--- src/rtl/regfile_wb_arbiter.sv ---
// rtl/regfile_wb_arbiter.sv - two-port writeback arbiter with starvation guard and optional bypass (WB_BYPASS_EN)
module regfile_wb_arbiter #(
    parameter int XLEN         = 64,
    parameter int STARVE_LIMIT = 3
) (
    input  logic            clk,
    input  logic            reset,
    // ALU writeback requester
    input  logic            req0_valid,
    input  logic [4:0]      req0_rd,
    input  logic [XLEN-1:0] req0_data,
    output logic            req0_ready,
    // load / multicycle writeback requester
    input  logic            req1_valid,
    input  logic [4:0]      req1_rd,
    input  logic [XLEN-1:0] req1_data,
    output logic            req1_ready,
    // register-file write port
    output logic            rf_we,
    output logic [4:0]      rf_rd,
    output logic [XLEN-1:0] rf_wdata,
    // decode-stage read indices and bypass results
    input  logic [4:0]      rs1,
    input  logic [4:0]      rs2,
    output logic            fwd1_hit,
    output logic            fwd2_hit,
    output logic [XLEN-1:0] fwd1_data,
    output logic [XLEN-1:0] fwd2_data
);

    // Counter wide enough for STARVE_LIMIT, never narrower than two bits.
    localparam int CW = ($clog2(STARVE_LIMIT + 1) < 2) ? 2 : $clog2(STARVE_LIMIT + 1);
    localparam logic [CW-1:0] LIMIT = CW'(STARVE_LIMIT);

    logic [CW-1:0]   starve_q, starve_d;
    logic            starve_at_limit;
    logic            grant0, grant1;

    logic            we_q, we_d;
    logic [4:0]      rd_q, rd_d;
    logic [XLEN-1:0] data_q, data_d;

    assign starve_at_limit = (starve_q == LIMIT);

    // Grant selection: req0 has priority unless req1 has lost STARVE_LIMIT times in a row.
    always_comb begin
        grant0 = 1'b0;
        grant1 = 1'b0;
        if (!reset) begin
            if (req0_valid && req1_valid) begin
                if (starve_at_limit) begin
                    grant1 = 1'b1;
                end else begin
                    grant0 = 1'b1;
                end
            end else if (req0_valid) begin
                grant0 = 1'b1;
            end else if (req1_valid) begin
                grant1 = 1'b1;
            end
        end
    end

    assign req0_ready = grant0;
    assign req1_ready = grant1;

    // Starvation counter: counts req1's consecutive losses, saturating; any win or idle clears it.
    always_comb begin
        starve_d = '0;
        if (req1_valid && !grant1) begin
            starve_d = starve_at_limit ? starve_q : starve_q + 1'b1;
        end
    end

    // Next writeback stage: capture the winner; rd=0 keeps the handshake but suppresses the write.
    always_comb begin
        we_d   = 1'b0;
        rd_d   = rd_q;
        data_d = data_q;
        if (grant0) begin
            we_d   = (req0_rd != 5'd0);
            rd_d   = req0_rd;
            data_d = req0_data;
        end else if (grant1) begin
            we_d   = (req1_rd != 5'd0);
            rd_d   = req1_rd;
            data_d = req1_data;
        end
    end

    // State registers; reset drops any write that was captured but not yet presented.
    always_ff @(posedge clk) begin
        if (reset) begin
            starve_q <= '0;
            we_q     <= 1'b0;
            rd_q     <= 5'd0;
            data_q   <= '0;
        end else begin
            starve_q <= starve_d;
            we_q     <= we_d;
            rd_q     <= rd_d;
            data_q   <= data_d;
        end
    end

    assign rf_we    = we_q;
    assign rf_rd    = rd_q;
    assign rf_wdata = data_q;

`ifdef WB_BYPASS_EN
    // The write being presented this cycle is forwarded to matching nonzero read indices.
    always_comb begin
        fwd1_hit  = we_q && (rd_q == rs1) && (rs1 != 5'd0);
        fwd2_hit  = we_q && (rd_q == rs2) && (rs2 != 5'd0);
        fwd1_data = data_q;
        fwd2_data = data_q;
    end
`else
    // Bypass disabled: outputs tied low, read indices intentionally unused.
    logic unused_rs;
    assign unused_rs = ^{rs1, rs2};
    assign fwd1_hit  = 1'b0;
    assign fwd2_hit  = 1'b0;
    assign fwd1_data = '0;
    assign fwd2_data = '0;
`endif

endmodule

--- config.mk ---
export PLATFORM = sky130hd
export DESIGN_NAME = regfile_wb_arbiter
export DESIGN_NICKNAME = d
export VERILOG_FILES = /design/src/rtl/regfile_wb_arbiter.sv
export SDC_FILE = /design/constraint.sdc
export NUM_CORES = 1
export LEC_CHECK = 0
export ABC_AREA = 1
export CAP_MARGIN = 10
export CORE_AREA = 2 2 137 139
export CTS_CLUSTER_DIAMETER = 80
export DETAILED_ROUTE_END_ITERATION = 10
export DIE_AREA = 0 0 139 141
export PLACE_DENSITY = 0.73
export SLEW_MARGIN = 20
export SYNTH_ARGS = -nofsm -noshare
export SYNTH_HDL_FRONTEND = slang
export SYNTH_SLANG_ARGS = --single-unit
--- constraint.sdc ---
create_clock -name clk -period 2.11 [get_ports clk]
set_input_delay 0.5275 -clock clk [delete_from_list [all_inputs] [get_ports clk]]
set_output_delay 0.5275 -clock clk [all_outputs]
set_load 0.01 [all_outputs]
# == Word level (Yosys, flattened, before mapping) ==
# Cells that the tools add are included.
# totals
ff_bits,72
latch_bits,0
ram_bits,0
rom_bits,0
in_bits,152
output_inout_bits,202
mem_count,0
# classes
add_sub_neg,1
mul,0
n_div,0
n_lt_le_gt_ge,0
eq_ne,1
n_shift,0
n_mux,15
n_bitwise,1
reduce_logical,7
# ops
operator,count
2-to-1 mux 64 bit,2
2-to-1 mux 1 bit,11
2-to-1 mux 5 bit,2
nonzero test 5 bit,2
adder 2 x 1 -> 2 bit (second input constant),1
== test 2 bit (second input constant),1
logical AND 1 bit,2
nonzero test 2 bit,1
OR reduction 2 bit,1
zero test 1 bit,1
NOT 1 bit,1

# == Depth between registers and ports, before layout ==
# depth
word_depth,8
depth_mapped,9
mapped_depth_nobuf,8

# == Worst setup path before layout ==
# OpenSTA, ideal clock, no wires.
# synth_path
path_kind,input to output
from,input port req0_valid
to,output port req0_ready
t_arrival_ns,1.193
required_ns,1.582
setup_slack_ns,0.389
stages,5
path_buffers,3
cell_sequence,buf_2 -> nand3_1 -> buf_4 -> buf_2 -> inv_1
# synth_via
elab_chain_cells,3
word_cells_on_any_way,4
classes_between,3 x mux; 1 x reduce/logical
# synth_lines
element,line,text
from (decl),9,"input logic req0_valid,"
2-to-1 mux 1 bit / logical AND 1 bit (equally long branches),"56, 50",
2-to-1 mux 1 bit (*),50,if (req0_valid && req1_valid) begin
2-to-1 mux 1 bit (*),49,if (!reset) begin
to (decl),12,"output logic req0_ready,"
# Mark *: on every way between the ends. The rest lies on a longest branch, timed or not.

# == Worst setup path after layout ==
# layout_path
from,input port reset
to,output port req0_ready
# layout_via
elab_chain_cells,1
# layout_lines
element,line,text
from (decl),7,"input logic reset,"
2-to-1 mux 1 bit,49,
# No other way between the ends.

==> Flow_metrics.wiki <==
{| class="wikitable"
! Metric !! Value
|-
| Outcome || complete, no violations
|-
| Total of flip-flops plus latches after synthesis || 72
|-
| Cts bufs inserted || 9
|-
| Worst ir drop on vdd || 0.363 mV
|-
| Worst hold slack across all endpoints || 456 ps
|-
| Routability congestion estimate || 0.779
|-
| Layout cells sized above 1 || 0.0397
|-
| Post-synthesis sequential area ratio || 0.283
|-
| Number of pins with negative max-slew slack in the final report || 0
|-
| Average instance area after synthesis || 6.60 sq um
|-
| Power density over cell area || 626 nW/um^2
|-
| Die Y-Extent || 141 um
|-
| TritonCTS clock tree || done
|-
| Post-route DRC violation count || 0
|-
| Final critical path time including I/O delays and setup || 2050 ps
|-
| Kind of end point of the critical path || primary output
|-
| Area growth from synthesis to layout || 42.5%
|-
| Core occupancy in the finished layout || 0.397
|-
| RSZ-0062 raised after global routing || no
|-
| Overflow left after global routing || 0
|-
| Worst Max-Slew Pin Slew || 743 ps
|-
| Cell area after synthesis || 5090 sq um
|-
| Post-DP HPWL || 10.4 mm
|-
| Diode insertion count for antenna repair || 0
|-
| Worst min-delay path category || flip-flop to flip-flop
|-
| Number of global-route vias before repair || 4351
|-
| Length of the first detailed-routing pass in iterations || 5
|-
| Signal arrival time at the worst endpoint || 1520 ps
|-
| Via density per instance || 4.23
|-
| Cell area after layout || 7250 sq um
|-
| Clock-pin slew reported for the worst setup and hold paths after clock tree synthesis || 50 ps
|-
| Initial antenna violation count || 0
|-
| Area of all sequential standard cells || 1440 sq um
|-
| Largest stage delay on the critical path || 520 ps
|-
| Setup skew after layout || 9.51 ps
|-
| Maximum buffer depth of the clock tree || 2
|-
| Number of clock sinks seen by CTS || 72
|-
| Number of buffers added on ports || 213
|-
| Number of nets still failing antenna checks after routing || 0
|-
| Critical path peak fanout || 4
|-
| Final Hold Violating Endpoints || 0
|-
| Maximum capacitance violations || 0
|-
| Leakage dissipation || 3.44 nW
|-
| Site Rows || 50
|-
| Worst-skew pair later-pin latency || 330 ps
|-
| Total negative slack || 0 ps
|-
| Final Routed Wirelength || 14.8 mm
|-
| Effective utilization at floorplan || 0.278
|-
| Slew HR || 0.504
|-
| Per-cell routed wire length || 12.4 um
|-
| Global-route wire length before repair || 23.0 mm
|-
| Area of the core || 18300 sq um
|-
| Placed inst area || 6910 sq um
|-
| Total area of multi-input combinational cells || 2820 sq um
|-
| Count of unique library cells instantiated by Yosys || 19
|-
| YS warnings || 0
|-
| Critical path data required time || 1580 ps
|-
| Global-route total usage across every layer || 0.144
|-
| Total Nets Final || 1107
|-
| Die extent in x || 139 um
|-
| Slowest stage cell, crit path || clkdlybuf4s50_1
|-
| Root buffer cell || clkbuf_16
|-
| Setup CP Type || input port to primary output
|-
| Total number of H-tree levels || 3
|-
| First DRT Iteration DRCs || 181
|-
| Count of filler cells inserted in the layout || 1916
|-
| Setup violators final || 0
|-
| CP Cell Sequence || clkdlybuf4s50_1 -> inv_4 -> nand3_4 -> inv_1 -> dlygate4sd2_1
|-
| Syn Inst Count || 771
|-
| Critical path startpoint category || input port
|-
| Area of the die || 19600 sq um
|-
| Largest net degree at the start of global routing || 70
|-
| F_max || 0.487 GHz
|-
| DR vias || 5038
|-
| Count of boundary I/O pins || 354
|-
| Post-route clock period utilization || 0.972
|}
where the power goes:
group | switching [W] | internal, W
combinational | 0.000597 | 0.000630
sequential | 0.0000464 | 0.00147
clock | 0.000602 | 0.00119
final timing paths:
check,start,slack (ps),to,cells past startpoint
worst max-delay path,reset,60,req0_ready,5
worst min-delay path,starve_q[0]$_SDFFE_PP0P_,460,starve_q[0]$_SDFFE_PP0P_,1
worst max register to register,starve_q[0]$_SDFFE_PP0P_,390,rf_wdata[15]$_SDFFE_PP0P_,7
worst min register to register,starve_q[0]$_SDFFE_PP0P_,460,starve_q[0]$_SDFFE_PP0P_,1
flip-flops by register name (all words and copies together) (netlist names):
register,flops
rf_wdata,64
rf_rd,5
starve_q,2
rf_we,1
cell families (layout without fill, tap and decap cells):
logic type      after synthesis  count (layout)  share of synthesized area
buf+inv                     201             259                      0.261
compound gates                7               7                    0.00811
fa+ha+maj                     2               2                    0.00492
other cells                   1             130                   0.000737
flops                        72              72                      0.283
simple gates                488             488                      0.442
layout make-up:
class	instances	area share
Multi-Input combinational cell	627	0.389
Timing Repair Buffer	229	0.316
Sequential cell	72	0.199
Tap cell	234	0.0404
Clock buffer	11	0.0335
Clock inverter	5	0.0143
Inverter	14	0.00776
cell usage in the layout, fill, tap and decap left out:
cell type        instances
clkinv_2                 2
a21oi_1                  1
nand3_1                  5
conb_1                 130
dlygate4sd2_1            1
clkbuf_16                9
dfxtp_1                 72
buf_4                   12
buf_12                   4
clkdlybuf4s50_1        209
a31oi_1                  5
nor2_1                 144
clkinv_4                 1
buf_2                    1
inv_4                    1
nand3b_1                66
clkbuf_8                 1
nand4_1                 65
ha_1                     2
nand3_4                  1
clkbuf_2                 1
o21ai_0                  1
nand2_1                205
dlymetal6s2s_1           1
clkbuf_1                 1
inv_1                   12
bufinv_16                3
nand2_2                  2
layer usage:
metal	vias up	part of all wire	global-route usage	wire, um
li1	2586	-	-	-
met1	2230	0.43	0.181	6450
met2	209	0.49	0.247	7210
met3	13	0.065	0.0346	964
met4	0	0.013	0.0372	193
met5	-	0	0	0
cell usage after synthesis:
| cell type | instances | share of area |
|---|---|---|
| inv_1 | 12 | 0.0089 |
| nand3_1 | 6 | 0.0059 |
| a31oi_1 | 5 | 0.0061 |
| a21oi_1 | 1 | 0.00098 |
| clkinv_2 | 1 | 0.00098 |
| clkbuf_1 | 7 | 0.0052 |
| conb_1 | 1 | 0.00074 |
| dfxtp_1 | 72 | 0.28 |
| buf_4 | 131 | 0.19 |
| o21ai_0 | 1 | 0.00098 |
| buf_6 | 5 | 0.011 |
| nor2_1 | 144 | 0.11 |
| inv_2 | 1 | 0.00074 |
| nand3b_1 | 66 | 0.097 |
| buf_1 | 11 | 0.0081 |
| nand4_1 | 65 | 0.080 |
| ha_1 | 2 | 0.0049 |
| nand2_1 | 207 | 0.15 |
| buf_2 | 33 | 0.032 |
worst max-delay path: cells and delay by family:
kind	cells	cell delay [ps]
AND/OR/NAND/NOR	1	70
buffers and inverters	4	920
per-stage QoR:
step,total power [W],cells,setup slack (ps)
CTS,0.00461,1192,14.7
global route,0.00481,1192,30.2
floorplan,0.00235,900,389
finish,0.00454,1192,58.1
detailed placement,0.00278,1176,-285
global placement,0.00277,1176,-252
what timing repair did:
action | CTS | global route
gates cloned | 0 | 0
endpoints found under the setup margin | 2 | 2
setup buffers | 0 | 0
resized for setup | 3 | 2
hold buffers | 0 | 0
(Power assumes the default switching activity.)
